===== src/rtl/rf_multiport.sv =====
// Multi-port register file: two write ports, NRD read ports, a debug read port and a
// sequenced full-array clear. Define RF_MULTIPORT_BYPASS_EN to forward write data to the read ports.
//
//  state    | meaning
//  ---------+------------------------------------------------------------
//  ST_IDLE  | normal operation, writes accepted, reads from array
//  ST_CLEAR | zeroing entry r_clr_ptr each cycle, writes dropped, reads 0
module rf_multiport #(
   parameter int DATA_W   = 32,
   parameter int ADDR_W   = 5,
   parameter int NRD      = 2,
   parameter int ZERO_REG = 1
) (
   input  logic                  clk,
   input  logic                  rst,
   input  logic                  we0,
   input  logic [ADDR_W-1:0]     wa0,
   input  logic [DATA_W-1:0]     wd0,
   input  logic                  we1,
   input  logic [ADDR_W-1:0]     wa1,
   input  logic [DATA_W-1:0]     wd1,
   input  logic [NRD*ADDR_W-1:0] ra,
   output logic [NRD*DATA_W-1:0] rd,
   input  logic [ADDR_W-1:0]     dbg_sel,
   output logic [DATA_W-1:0]     dbg_data,
   input  logic                  clr_req,
   output logic                  busy
);

   localparam int DEPTH = 2**ADDR_W;

   typedef enum logic {
      ST_IDLE  = 1'b0,
      ST_CLEAR = 1'b1
   } state_t;

   state_t              r_state;
   state_t              w_state_nxt;
   logic [ADDR_W-1:0]   r_clr_ptr;
   logic [ADDR_W-1:0]   w_clr_ptr_nxt;
   logic [DATA_W-1:0]   r_mem [DEPTH];
   logic                w_busy;
   logic                w_wr0;
   logic                w_wr1;
   logic [DATA_W-1:0]   w_dbg;

   assign w_busy = (r_state == ST_CLEAR);
   assign busy   = w_busy;

   // Effective writes: qualified by state, reset and the hardwired zero entry.
   assign w_wr0 = we0 && !rst && !w_busy && !((ZERO_REG != 0) && (wa0 == '0));
   assign w_wr1 = we1 && !rst && !w_busy && !((ZERO_REG != 0) && (wa1 == '0));

   always_ff @(posedge clk) begin
      if (rst) begin
         r_state   <= ST_CLEAR;
         r_clr_ptr <= '0;
      end else begin
         r_state   <= w_state_nxt;
         r_clr_ptr <= w_clr_ptr_nxt;
      end
   end

   always_comb begin
      w_state_nxt   = r_state;
      w_clr_ptr_nxt = r_clr_ptr;
      case (r_state)
         ST_IDLE: begin
            if (clr_req) begin
               w_state_nxt   = ST_CLEAR;
               w_clr_ptr_nxt = '0;
            end
         end
         ST_CLEAR: begin
            w_clr_ptr_nxt = r_clr_ptr + ADDR_W'(1);
            if (r_clr_ptr == ADDR_W'(DEPTH - 1)) begin
               w_state_nxt = ST_IDLE;
            end
         end
         default: begin
            w_state_nxt   = ST_CLEAR;
            w_clr_ptr_nxt = '0;
         end
      endcase
   end

   // Port 1 is written last so it wins an address collision.
   always_ff @(posedge clk) begin
      if (!rst && w_busy) begin
         r_mem[r_clr_ptr] <= '0;
      end
      if (w_wr0) begin
         r_mem[wa0] <= wd0;
      end
      if (w_wr1) begin
         r_mem[wa1] <= wd1;
      end
   end

   for (genvar k = 0; k < NRD; k++) begin : g_rd
      logic [ADDR_W-1:0] w_ra;
      logic [DATA_W-1:0] w_rd;

      assign w_ra = ra[k*ADDR_W +: ADDR_W];

      always_comb begin
         w_rd = r_mem[w_ra];
         if ((ZERO_REG != 0) && (w_ra == '0)) begin
            w_rd = '0;
         end
`ifdef RF_MULTIPORT_BYPASS_EN
         if (w_wr0 && (wa0 == w_ra)) begin
            w_rd = wd0;
         end
         if (w_wr1 && (wa1 == w_ra)) begin
            w_rd = wd1;
         end
`endif
         if (w_busy) begin
            w_rd = '0;
         end
      end

      assign rd[k*DATA_W +: DATA_W] = w_rd;
   end

   // Debug port always shows stored state, never in-flight write data.
   always_comb begin
      w_dbg = r_mem[dbg_sel];
      if (((ZERO_REG != 0) && (dbg_sel == '0)) || w_busy) begin
         w_dbg = '0;
      end
   end

   assign dbg_data = w_dbg;

endmodule

===== config.mk =====
export PLATFORM = sky130hd
export DESIGN_NAME = rf_multiport
export DESIGN_NICKNAME = d
export VERILOG_FILES = /design/src/rtl/rf_multiport.sv
export SDC_FILE = /design/constraint.sdc
export NUM_CORES = 2
export LEC_CHECK = 0
export BUFFER_PORTS_ARGS = -buffer_cell sky130_fd_sc_hd__buf_2
export CORE_MARGIN = 2
export CORE_UTILIZATION = 50
export CTS_CLUSTER_DIAMETER = 60
export CTS_CLUSTER_SIZE = 10
export DETAILED_ROUTE_END_ITERATION = 12
export GPL_TIMING_DRIVEN = 0
export MAX_ROUTING_LAYER = met4
export PLACE_DENSITY = 0.64
export SETUP_SLACK_MARGIN = 0.2
export SLEW_MARGIN = 10
export SYNTH_ARGS = -nofsm -noshare
export SYNTH_HDL_FRONTEND = slang
export SYNTH_SLANG_ARGS = --single-unit

===== constraint.sdc =====
create_clock -name clk -period 11 [get_ports clk]
set_input_delay 1.65 -clock clk [delete_from_list [all_inputs] [get_ports clk]]
set_output_delay 1.65 -clock clk [all_outputs]
set_load 0.02 [all_outputs]

==> results.json <==
{
  "outcome": "finished with violations",
  "violations": "max-capacitance violations, max-slew violations",
  "grt_pass1_wl_mm": 431,
  "place_area_um2": 73100,
  "cts.clk_slew.worst_paths_ns": 0.05,
  "cts_hold_buffers": 0,
  "maxSlewViolCount": 42,
  "p_comb_frac": 0.091,
  "hp-start": "r_clr_ptr[2]$_SDFFE_PP0P_",
  "grt_max_degree": 17,
  "grt_overflow": 0,
  "drt-total-wl_mm": 324,
  "die_x_um": 373,
  "rsz0062_at_grt": "no",
  "tritoncts": "built",
  "slew_headroom": -0.0186,
  "port_buffers": 180,
  "period_share": 0.710,
  "rrSetupSlack_ns": 6.37,
  "period_needed_ns": 7.81,
  "critPathMaxFanout": 10,
  "syn_nets": 4697,
  "timing.hold.ws_ns": 0.615,
  "worstHoldPathType": "reg2reg",
  "p_leak_nw": 29.8,
  "path_class": "in2out",
  "clockPowerShare": 0.458,
  "synth_top_flop_cell": "edfxtp_1",
  "yosysSeqAreaShare": 0.454,
  "avgSynthCellArea_um2": 14.8,
  "final_area_um2": 77300,
  "root_buffer": "clkbuf_16",
  "power_density_nw_per_um2": 123,
  "pwr-share-seq": 0.450,
  "track_usage": 0.474,
  "insertion_delay_ns": 0.81,
  "r2r_start": "busy$_SDFF_PP1_",
  "internal-power_mw": 7.08,
  "wl_per_cell_um": 47.1,
  "routabilityCongestion": 1.07,
  "clock.fmax_mhz": 128,
  "die_area_um2": 139000,
  "rows": 135,
  "die_h_um": 373,
  "fin_nets": 5089,
  "setup_viol": 0,
  "drive_above_1_share": 0.455,
  "yosysWarnings": 0,
  "boundaryPins": 191,
  "drt_iter0_markers": 9809,
  "ff2ff_path_depth": 8,
  "r2r-end": "r_mem[17][16]$_DFFE_PP_",
  "grt_pass1_vias": 51200,
  "cts_buffer_depth": 3,
  "switching_share": 0.256,
  "synthToLayoutAreaGrowth_pct": 13.8,
  "cts_sinks": 1030,
  "hold_end": "r_clr_ptr[2]$_SDFFE_PP0P_",
  "start_kind": "input port",
  "async_reset_ff_frac": 0,
  "synth_cell_types": 54,
  "critical_path.endpoint_type": "output pin",
  "fp.coreArea_um2": 135000,
  "holdPathStages": 2,
  "critPathArrivalTime_ns": 6.16,
  "cts_buffers": 135,
  "postCtsResizedCells": 0,
  "htree_levels": 4,
  "post_cts_buffers": 0,
  "tightest_slew_ns": 1.53,
  "maxCapViolCount": 4,
  "drc_errors": 0,
  "crit_required_ns": 9.35,
  "vias_per_cell": 7.79,
  "vdd_drop_max_mv": 0.161,
  "synth_edf_count": 1024,
  "synth_cells": 4601,
  "dp_hpwl_mm": 228,
  "final_antenna_net_count": 0,
  "finalHoldViolations": 0,
  "p_switching_mw": 2.44,
  "start_util": 0.503,
  "fin_skew_ns": 0.0237,
  "synth_area_um2": 67900,
  "first_pass_iters": 7,
  "vias": 53600,
  "yosys_register_bits": 1030,
  "grt_antenna_before_repair": 20
}
Yosys cell counts (3+ instances only):
library cell | number | area (um^2)
edfxtp_1 | 1024 | 30700
mux2_2 | 993 | 11200
mux4_2 | 573 | 12900
mux2i_1 | 392 | 3920
clkbuf_1 | 355 | 1330
a22oi_1 | 319 | 2390
buf_2 | 169 | 846
nand3_1 | 102 | 510
nand4_1 | 95 | 594
nand2_1 | 89 | 334
buf_1 | 71 | 267
a22o_1 | 63 | 552
a31oi_1 | 63 | 394
a21oi_1 | 42 | 210
and3_1 | 37 | 231
and2_1 | 36 | 225
o21ai_0 | 28 | 140
nor2_1 | 26 | 97.6
nor3_1 | 17 | 85.1
nor2b_1 | 12 | 75.1
nand2b_1 | 10 | 62.6
nor3b_1 | 10 | 75.1
o21bai_1 | 10 | 75.1
buf_6 | 9 | 101
dfxtp_1 | 6 | 120
nor4bb_1 | 5 | 50.1
nor4b_1 | 4 | 35.0
nor3_2 | 3 | 30.0
nor3_4 | 3 | 48.8
how the worst max path moves through the flow:
stage | start | to | slack, ns | cells past startpoint
after floorplan | wa0[2] | r_mem[10][0]$_DFFE_PP_ | 5.23 | 6
after global placement | rst | r_mem[6][16]$_DFFE_PP_ | -0.71 | 6
after detailed placement | ra[6] | rd[45] | 3.68 | 8
after CTS | ra[6] | rd[45] | 3.67 | 8
after global routing | ra[1] | rd[13] | 3.40 | 9
final | ra[1] | rd[13] | 3.19 | 9
layout by cell type (no fill, tap or decap), types with 27 or more instances in the layout:
cell type	instances
diode_2	27
nand2_1	89
mux4_2	573
a22o_1	63
nand3_1	102
buf_1	52
clkbuf_16	143
buf_2	363
a21oi_1	42
a31oi_1	63
buf_12	41
and2_1	36
clkbuf_1	328
a22oi_1	319
clkbuf_2	54
nand4_1	95
and3_1	37
mux2_2	993
mux2i_1	392
edfxtp_1	1024
flip-flops by register name (all words and copies together), names as in the netlist:
register and flops:
busy 1, r_mem 1024, r_clr_ptr 5
power by group through the flow:
stage                     clock network, mW  registers (mW)  logic, mW
final                                  4.36            4.29      0.869
after global routing                   4.46            4.29      0.865
after CTS                              4.31            4.29      0.822
after detailed placement                  0            4.37      0.820
after global placement                    0            4.37      0.799
after floorplan                           0            4.37      0.467
logic make-up after synthesis:
kind of cell             synth area share
multiplexers                        0.412
flip-flops                          0.454
AO/OA/AOI/OAI                      0.0568
buffers and inverters              0.0377
XOR/XNOR                         0.000129
AND/OR/NAND/NOR                    0.0383
adder cells (fa/ha/maj)          0.000368
layout make-up:
class / count / area [um^2]
antenna: 27 / 67.6
buffer: 605 / 2640
clock buffer: 166 / 3670
clock inverter: 46 / 453
fill: 11000 / 57800
inverter: 2 / 7.51
multi-input combinational: 2964 / 34900
sequential: 1030 / 30900
tap: 1781 / 2230
timing repair buffer: 255 / 2460
worst max-delay path: stages:
cell and delay [ns]:
buf_2 0.44, buf_2 0.36, buf_1 0.97, nor2_1 0.09
nor2_1 0.81, clkbuf_1 0.90, nand3_1 0.15, nand4_1 0.44
buf_2 0.30
through the flow:
stage               total power, mW   util  setup slack (ns)  setup TNS [ns]  cells
floorplan                      4.83      -              5.23               0   4601
global placement               5.17  0.526            -0.708         -107.02   6562
detailed placement             5.19  0.541              3.68               0   6634
CTS                            9.42  0.571              3.67               0   6846
global route                   9.61  0.572              3.40               0   6867
finish                         9.52  0.572              3.19               0   6876
metal layers:
metal  GRT usage  share of wire  vias up
met5           -              0        -
met4       0.366          0.097        0
met3       0.177           0.15     1355
met2       0.643           0.41     5208
met1       0.570           0.34    27200
li1            -              -    19800
Note: power is estimated with default switching activity, not from simulation.
